**src/rtl/vx_alu_batch.sv**
```systemverilog
// rtl/vx_alu_batch.sv - warp ALU that evaluates SIMD_WIDTH lanes per cycle, plus warp vote ops
// Accepts one request at a time, results held in DONE until the consumer takes them.
module vx_alu_batch #(
   parameter int NUM_LANES  = 8,
   parameter int SIMD_WIDTH = 2,
   parameter int XLEN       = 32,
   parameter int TAG_WIDTH  = 8
) (
   input  logic                      clk,
   input  logic                      reset,
   input  logic                      in_valid,
   output logic                      in_ready,
   input  logic [3:0]                in_op,
   input  logic [NUM_LANES-1:0]      in_tmask,
   input  logic [NUM_LANES*XLEN-1:0] in_rs1,
   input  logic [NUM_LANES*XLEN-1:0] in_rs2,
   input  logic [TAG_WIDTH-1:0]      in_tag,
   output logic                      out_valid,
   input  logic                      out_ready,
   output logic [NUM_LANES*XLEN-1:0] out_data,
   output logic [NUM_LANES-1:0]      out_tmask,
   output logic [TAG_WIDTH-1:0]      out_tag
);

   generate
      if (NUM_LANES % SIMD_WIDTH != 0) begin : g_bad_simd
         $error("NUM_LANES must be a multiple of SIMD_WIDTH");
      end
   endgenerate

   localparam int NUM_BATCHES = NUM_LANES / SIMD_WIDTH;
   localparam int CNT_W       = (NUM_BATCHES > 1) ? $clog2(NUM_BATCHES) : 1;
   localparam int SH_W        = $clog2(XLEN);
   localparam int BAL_W       = (NUM_LANES < XLEN) ? NUM_LANES : XLEN;
   localparam logic [CNT_W-1:0] LAST_CNT = CNT_W'(NUM_BATCHES - 1);

   localparam logic [3:0] OP_ADD  = 4'd0;
   localparam logic [3:0] OP_SUB  = 4'd1;
   localparam logic [3:0] OP_AND  = 4'd2;
   localparam logic [3:0] OP_OR   = 4'd3;
   localparam logic [3:0] OP_XOR  = 4'd4;
   localparam logic [3:0] OP_SLT  = 4'd5;
   localparam logic [3:0] OP_SLTU = 4'd6;
   localparam logic [3:0] OP_SLL  = 4'd7;
   localparam logic [3:0] OP_SRL  = 4'd8;
   localparam logic [3:0] OP_SRA  = 4'd9;
   localparam logic [3:0] OP_VALL = 4'd10;
   localparam logic [3:0] OP_VANY = 4'd11;
   localparam logic [3:0] OP_VUNI = 4'd12;
   localparam logic [3:0] OP_VBAL = 4'd13;

   typedef enum logic [1:0] {IDLE, BUSY, DONE} state_e;

   state_e                    state_q, state_d;
   logic [CNT_W-1:0]          cnt_q, cnt_d;
   logic [3:0]                op_q, op_d;
   logic [NUM_LANES-1:0]      tmask_q, tmask_d;
   logic [NUM_LANES*XLEN-1:0] rs1_q, rs1_d;
   logic [NUM_LANES*XLEN-1:0] rs2_q, rs2_d;
   logic [TAG_WIDTH-1:0]      tag_q, tag_d;
   logic [NUM_LANES*XLEN-1:0] res_q, res_d;
   logic [NUM_LANES-1:0]      vote_true_q, vote_true_d;
   logic [NUM_LANES-1:0]      vote_false_q, vote_false_d;

   logic                      is_vote;
   logic                      vote_all;
   logic                      vote_any;
   logic [XLEN-1:0]           bal;
   logic [XLEN-1:0]           vote_word;
   int                        base;
   int                        lane;

   // Vote opcodes yield 0 here; their lanes are filled once all batches are seen.
   function automatic logic [XLEN-1:0] lane_alu(input logic [3:0]      op,
                                                input logic [XLEN-1:0] a,
                                                input logic [XLEN-1:0] b);
      logic [SH_W-1:0] sh;
      logic [XLEN-1:0] r;
      sh = b[SH_W-1:0];
      case (op)
         OP_ADD:  r = a + b;
         OP_SUB:  r = a - b;
         OP_AND:  r = a & b;
         OP_OR:   r = a | b;
         OP_XOR:  r = a ^ b;
         OP_SLT:  r = {{(XLEN-1){1'b0}}, ($signed(a) < $signed(b))};
         OP_SLTU: r = {{(XLEN-1){1'b0}}, (a < b)};
         OP_SLL:  r = a << sh;
         OP_SRL:  r = a >> sh;
         OP_SRA:  r = $unsigned($signed(a) >>> sh);
         default: r = '0;
      endcase
      return r;
   endfunction

   assign is_vote = (op_q >= OP_VALL) && (op_q <= OP_VBAL);

   always_comb begin
      state_d      = state_q;
      cnt_d        = cnt_q;
      op_d         = op_q;
      tmask_d      = tmask_q;
      rs1_d        = rs1_q;
      rs2_d        = rs2_q;
      tag_d        = tag_q;
      res_d        = res_q;
      vote_true_d  = vote_true_q;
      vote_false_d = vote_false_q;
      vote_all     = 1'b0;
      vote_any     = 1'b0;
      bal          = '0;
      vote_word    = '0;
      base         = 0;
      lane         = 0;
      in_ready     = (state_q == IDLE) || ((state_q == DONE) && out_ready);

      case (state_q)
         BUSY: begin
            base = int'(cnt_q) * SIMD_WIDTH;
            for (int j = 0; j < SIMD_WIDTH; j++) begin
               lane = base + j;
               res_d[lane*XLEN +: XLEN] = tmask_q[lane]
                  ? lane_alu(op_q, rs1_q[lane*XLEN +: XLEN], rs2_q[lane*XLEN +: XLEN])
                  : '0;
               vote_true_d[lane]  = vote_true_q[lane]  | (tmask_q[lane] &  rs1_q[lane*XLEN]);
               vote_false_d[lane] = vote_false_q[lane] | (tmask_q[lane] & ~rs1_q[lane*XLEN]);
            end

            // Uses the _d flags so the final batch contributes to the vote.
            vote_all = ~|vote_false_d;
            vote_any = |vote_true_d;
            for (int i = 0; i < BAL_W; i++) bal[i] = vote_true_d[i];
            case (op_q)
               OP_VALL: vote_word = {{(XLEN-1){1'b0}}, vote_all};
               OP_VANY: vote_word = {{(XLEN-1){1'b0}}, vote_any};
               OP_VUNI: vote_word = {{(XLEN-1){1'b0}}, (vote_all | ~vote_any)};
               OP_VBAL: vote_word = bal;
               default: vote_word = '0;
            endcase

            if (cnt_q == LAST_CNT) begin
               state_d = DONE;
               if (is_vote) begin
                  for (int i = 0; i < NUM_LANES; i++)
                     res_d[i*XLEN +: XLEN] = tmask_q[i] ? vote_word : '0;
               end
            end else begin
               cnt_d = cnt_q + CNT_W'(1);
            end
         end
         DONE: begin
            if (out_ready) state_d = IDLE;
         end
         default: ;
      endcase

      // Acceptance overrides DONE->IDLE so a fire+accept cycle goes straight to BUSY.
      if (in_valid && in_ready) begin
         state_d      = BUSY;
         cnt_d        = '0;
         op_d         = in_op;
         tmask_d      = in_tmask;
         rs1_d        = in_rs1;
         rs2_d        = in_rs2;
         tag_d        = in_tag;
         vote_true_d  = '0;
         vote_false_d = '0;
      end
   end

   always_ff @(posedge clk or negedge reset) begin
      if (!reset) begin
         state_q      <= IDLE;
         cnt_q        <= '0;
         op_q         <= '0;
         tmask_q      <= '0;
         rs1_q        <= '0;
         rs2_q        <= '0;
         tag_q        <= '0;
         res_q        <= '0;
         vote_true_q  <= '0;
         vote_false_q <= '0;
      end else begin
         state_q      <= state_d;
         cnt_q        <= cnt_d;
         op_q         <= op_d;
         tmask_q      <= tmask_d;
         rs1_q        <= rs1_d;
         rs2_q        <= rs2_d;
         tag_q        <= tag_d;
         res_q        <= res_d;
         vote_true_q  <= vote_true_d;
         vote_false_q <= vote_false_d;
      end
   end

   assign out_valid = (state_q == DONE);
   assign out_data  = res_q;
   assign out_tmask = tmask_q;
   assign out_tag   = tag_q;

endmodule

```
**config.mk**
```make
export PLATFORM = sky130hd
export DESIGN_NAME = vx_alu_batch
export DESIGN_NICKNAME = d
export VERILOG_FILES = /design/src/rtl/vx_alu_batch.sv
export SDC_FILE = /design/constraint.sdc
export NUM_CORES = 2
export LEC_CHECK = 0
export ABC_AREA = 0
export CAP_MARGIN = 20
export CORE_MARGIN = 5
export CORE_UTILIZATION = 45
export DETAILED_ROUTE_END_ITERATION = 8
export PLACE_DENSITY = 0.69
export SLEW_MARGIN = 40
export SYNTH_ARGS = -nofsm -noshare
export SYNTH_HDL_FRONTEND = slang
export SYNTH_SLANG_ARGS = --single-unit
```
**constraint.sdc**
```tcl
create_clock -name clk -period 7.3 [get_ports clk]
set_clock_uncertainty 0.05 [all_clocks]
set_input_delay 1.46 -clock clk [delete_from_list [all_inputs] [get_ports clk]]
set_output_delay 1.46 -clock clk [all_outputs]
set_load 0.1 [all_outputs]
```
# After elaboration in Yosys (flattened, before gate mapping)
# Cells that the tools add are included.
[totals]
in_bits = 536
n_memories = 0
register_bits = 808
elab_cells = 154
mem_bits_ro = 0
latchBits = 0
mem_bits_rw = 0
[classes]
n_mul = 0
reduce_logical = 15
magnitude_cmp = 12
eq_ne = 19
n_addsub = 8
div_mod_pow = 0
shifts = 14
n_bitwise = 18
muxes = 58
[op_table]
columns = ["operator", "count"]
rows = [
  ["32-bit one-hot mux with 10 select lines", 2],
  ["256-bit bitwise mux", 2],
  ["256-bit 2-to-1 mux", 2],
  ["32-bit by 33-bit variable shift with 256-bit output (first input constant)", 2],
  ["256-bit by 10-bit variable part select with 32-bit output", 2],
  ["256-bit by 9-bit variable part select with 32-bit output", 2],
  ["32-bit by 33-bit variable part select with 256-bit output", 2],
  ["32-bit 2-to-1 mux", 12],
  ["32-bit < comparator", 4],
  ["32-bit adder", 2],
  ["32-bit bitwise AND", 2],
  ["32-bit bitwise OR", 2],
  ["32-bit by 5-bit << shifter with 32-bit output", 2],
  ["32-bit by 5-bit >> shifter with 32-bit output", 2],
  ["32-bit by 5-bit >>> shifter with 32-bit output", 2],
  ["32-bit subtractor", 2],
  ["32-bit XOR", 2],
  ["8-bit negation with 33-bit output", 1],
  ["9-bit negation with 33-bit output", 1],
  ["8-bit bitwise mux", 4],
  ["8-bit 2-to-1 mux", 4],
  ["8-bit one-hot mux with 4 select lines", 1],
  ["4-bit == test (second input constant)", 6],
  ["4-bit by 3-bit == test with 1-bit output (second input constant)", 4],
  ["other kinds (37)", 77],
]

# Logic depth before layout (Yosys ltp)
[depth]
ltp_word = 15
depth_mapped = 22

# Least setup slack after synthesis
# No wires, ideal clock.
[synth_timing]
path_type = "reg-to-reg"
from = "register cnt_q[0]"
to = "register res_q[154] (netlist: out_data[154])"
slack_ns = 1.860
path_stages_with_launch = 20
t_required_ns = 7.120
path_buffers = 6
synth_period_minus_slack_ns = 5.440
setup_ns = 0.130
t_arrival_ns = 5.260
path_cell_list = "dfrtp_1 -> buf_6 -> buf_2 -> buf_2 -> buf_2 -> buf_1 -> mux4_2 -> inv_1 -> ha_1 -> clkbuf_1 -> or2_1 -> or4_1 -> a21oi_1 -> o21ai_1 -> a2111oi_0 -> a211oi_1 -> o31a_1 -> a211o_1 -> a21oi_1 -> o21ai_1"
[synth_via]
elab_chain_cells = 10
word_cells_on_any_way = 47
cone_classes = "7 x add/sub; 4 x order compare; 1 x eq/ne; 14 x shift; 15 x mux; 6 x bitwise"
[synth_lines]
columns = ["item", "line_no", "text"]
rows = [
  ["start: declaration", "55", "logic [CNT_W-1:0] cnt_q, cnt_d;"],
  ["start signal: assignment", "185", "cnt_q <= cnt_d;"],
  ["3-bit by 1-bit adder with 4-bit output or 256-bit by 9-bit variable part select with 32-bit output (tied branches)", "121, 123", ""],
  ["256-bit by 10-bit variable part select with 32-bit output, or another cell as far along", "123", "? lane_alu(op_q, rs1_q[lane*XLEN +: XLEN], rs2_q[lane*XLEN +: XLEN])"],
  ["32-bit subtractor, or another cell as far along", "82", "OP_SUB: r = a - b;"],
  ["32-bit one-hot mux with 10 select lines or 32-bit 2-to-1 mux (tied branches)", "80, 117", ""],
  ["32-bit 2-to-1 mux (on tied branches)", "117, 123", ""],
  ["32-bit 2-to-1 mux or 32-bit by 33-bit variable part select with 256-bit output (tied branches)", "123, 122", ""],
  ["32-bit by 33-bit variable part select with 256-bit output or 256-bit bitwise mux (tied branches)", "122", "res_d[lane*XLEN +: XLEN] = tmask_q[lane]"],
  ["256-bit bitwise mux", "122", ""],
  ["256-bit 2-to-1 mux", "143", "if (is_vote) begin"],
  ["256-bit 2-to-1 mux (*)", "141", "if (cnt_q == LAST_CNT) begin"],
  ["end signal: assignment", "191", "res_q <= res_d;"],
  ["end: declaration", "61", "logic [NUM_LANES*XLEN-1:0] res_q, res_d;"],
]
# Mark *: on every way between the ends. The rest lies on a longest branch, timed or not. The select of a mux whose other input is x is not followed.
# A chain may end at the register's enable or synchronous reset.

# Worst setup path in the final report
[layout_timing]
from = "register cnt_q[0]"
to = "register res_q[157] (netlist: out_data[157])"
# The elaborated chain is that of the path after synthesis.

==> results.toml <==
[global_routing]
overflow = 0
grt_start_max_net_pins = 159
grt_first_pass_wirelength_um = 336000
antenna_found_initial = 21
grt_use_total = 0.371
grt_pass1_vias = 48700

[sta]
tightest_slew_ps = 948
period_needed_ps = 6210
hold_viol_final = 0
max_slew_margin = 0.368
rsz0062_at_grt = "no"
slew_viol_final = 0
fmax_mhz = 161
period_share = 0.851
tns_ps = 0
setup_viol = 0

[detailed_routing]
drc_errors = 0
first_pass_iters = 8
routed_via_density = 6.16
first_iter_violations = 6247
wirelength_um = 231000
final_antenna_net_count = 0
wl_per_cell_um = 28.0
via_count = 50900

[synthesis]
synth_edf_count = 0
synth_top_flop_cell = "dfrtp_1"
synth.distinct_cells = 97
synth.net_count = 6832
synth.area.mux_share = 0.103
synth-compound-area-share = 0.184
yosys.area_share.simple = 0.210
synth_adder_area_share = 0.0514
yosys_warnings = 0
syn-mean-instance-area_sq_um = 8.33
async_flop_share = 1.00
ys_seq_elements = 808
syn_area_sq_um = 50700
syn_inst = 6090
synth_top_family_by_area = "simple AND/OR/NAND/NOR gates"
synth-xor-area-share = 0.00311
synth-seq-area-share = 0.398

[finish]
drive_gt1_frac = 0.120
finalNetCount = 7423
fillers = 10400
area_delta_synth_final_pct = 21.8

[clock_tree]
root_buffer = "clkbuf_16"
numCtsBuffers = 86
cts_hold_buffers = 0
post_cts_resized = 0
cts.htree.levels = 3
insertion_delay_ps = 690
clk_pin_slew_ps = 60
clock_sinks = 808
postCtsSetupBuffers = 0
tritoncts = "done"
cts_buffer_depth = 3

[critical_path]
cp.arrival_ps = 6710
crit_type = "reg -> reg"
cp-startpoint = "cnt_q[0]"
crit_path_cell_trace = "buf_12 > mux4_2 > inv_1 > ha_1 > nor2_1 > a221oi_1 > a21oi_1 > o31ai_1 > o21ai_1 > a211oi_1 > o221a_2 > nor2_1 > a2111oi_2 > o21ai_1"
cp_max_fo = 45
worstReg2RegStart = "cnt_q[0]"
path_buf_inv = 2
worstPathRequired_ps = 7800
critPathSlowestCell = "dfrtp_4"
critPathLaunchType = "flip-flop"
cp_top_family = "compound AO/OA/AOI/OAI gates"
cp-end-kind = "flip-flop"
slowest_delay_ps = 870

[worst_hold_path]
hold_start = "rs2_q[222]"
min_path_type = "reg -> reg"

[place]
numPortBuffers = 809
place.gp.congestion = 1.05
place_hpwl_um = 178000

[floorplanning]
dieArea_sq_um = 120000
coreArea_sq_um = 112000
start_util = 0.452
io_pins = 810
die_x_um = 346
num_rows = 123
die_h_um = 346

[outcome]
status = "completed"

[flow_run]
cap_violations = 0
## registers in the layout, indices dropped and copies added, names as in the netlist
name and cells:
out_tmask 8, op_q 4, state_q 2, vote_false_q 8, cnt_q 2, out_data 256
rs1_q 256, rs2_q 256, vote_true_q 8, out_tag 8
## synth_stat cells, drive strengths merged (26+ instances only)
| cell | instances | area share |
|---|---|---|
| dfrtp | 808 | 0.40 |
| o22ai | 32 | 0.0039 |
| a22oi | 71 | 0.011 |
| o21bai | 33 | 0.0049 |
| nor3 | 68 | 0.0067 |
| a21o | 26 | 0.0038 |
| nor2 | 365 | 0.027 |
| a22o | 92 | 0.016 |
| ha | 202 | 0.050 |
| nand2 | 2047 | 0.15 |
| inv | 202 | 0.015 |
| mux2i | 159 | 0.031 |
| a221oi | 57 | 0.0098 |
| o211ai | 67 | 0.010 |
| a211oi | 81 | 0.012 |
| mux4 | 131 | 0.058 |
| buf | 128 | 0.014 |
| o221ai | 45 | 0.0078 |
| nand3 | 56 | 0.0055 |
| mux2 | 58 | 0.013 |
| nand2b | 26 | 0.0032 |
| o21ai | 400 | 0.040 |
| a21oi | 263 | 0.026 |
| clkbuf | 294 | 0.022 |
| a31oi | 36 | 0.0044 |
## kinds of logic (layout without fill, tap and decap cells)
| kind of cell | after synthesis | in the layout |
|---|---|---|
| compound gates | 1398 | 1398 |
| xor+xnor | 18 | 18 |
| fa+ha+maj | 206 | 206 |
| buf+inv | 625 | 1281 |
| flops | 808 | 808 |
| mux | 348 | 348 |
| other cells | 0 | 19 |
| simple gates | 2687 | 2687 |
## worst reg2reg max path, delay by kind of cell (launching register included)
family	cells	cell delay, ps
compound gates	8	3320
flops	1	870
mux	1	780
buf+inv	2	610
fa+ha+maj	1	290
simple gates	2	180
## routing by layer
layer,vias up,global-route usage,part of all wire
met2,2954,0.547,0.43
met5,-,0,0.00023
met1,25100,0.517,0.41
met3,454,0.109,0.11
li1,22300,-,-
met4,8,0.142,0.044
## area by class of cell
| cell class | count | area (sq um) | area share |
|---|---|---|---|
| Sequential cell | 808 | 20200 | 0.327 |
| Clock inverter | 37 | 419 | 0.00678 |
| Timing Repair Buffer | 925 | 7840 | 0.127 |
| Inverter | 203 | 762 | 0.0123 |
| Multi-Input combinational cell | 4657 | 28200 | 0.456 |
| Antenna cell | 19 | 47.5 | 0.000769 |
| Clock buffer | 116 | 2430 | 0.0394 |
| Tap cell | 1500 | 1880 | 0.0304 |
## cells in the final DEF (no fill, tap or decap), types with 17 or more instances in the layout
master           count
nand2_1           2040
dfrtp_1            806
clkdlybuf4s50_1    534
nor2_1             364
o21ai_0            317
buf_2              275
a21oi_1            258
ha_1               202
inv_1              194
mux2i_1            158
mux4_2             129
buf_4               95
a22o_1              92
clkbuf_16           86
a211oi_1            77
o21ai_1             75
a22oi_1             71
o211ai_1            66
nor3_1              62
a221oi_1            56
mux2_2              55
nand3_1             52
o221ai_1            45
a31oi_1             34
o21bai_1            33
o22ai_1             32
a21o_1              26
nand2b_1            26
o31ai_1             25
and3_1              24
nor2b_1             21
diode_2             19
a221o_1             19
o2111ai_1           19
clkbuf_8            17
## worst paths after layout
kind / endpoint / slack [ps] / cells past startpoint
max: out_data[157] / 1090 / 14
min: rs2_q[222] / 420 / 2
max reg2reg: out_data[157] / 1090 / 14
min reg2reg: rs2_q[222] / 420 / 2
max in group asynchronous: rs1_q[64] / 4980 / 4
min in group asynchronous: out_data[107] / 600 / 1
## metrics by stage
stage          utilization  hold slack [ps]  worst slack [ps]  cell area, sq um  cells
2_1_floorplan            -              390              1860             50700   6090
3_3_place_gp         0.535              403              1330             60000   8084
3_5_place_dp         0.524              407              1250             58800   8090
4_1_cts              0.550              422              1270             61700   8243
5_1_grt              0.551              441               836             61800   8257
6_report             0.551              419              1090             61800   8265
Power is left out: the tool's default activity adds up to more than one toggle a clock period on the data nets, which glitch-free logic cannot reach.
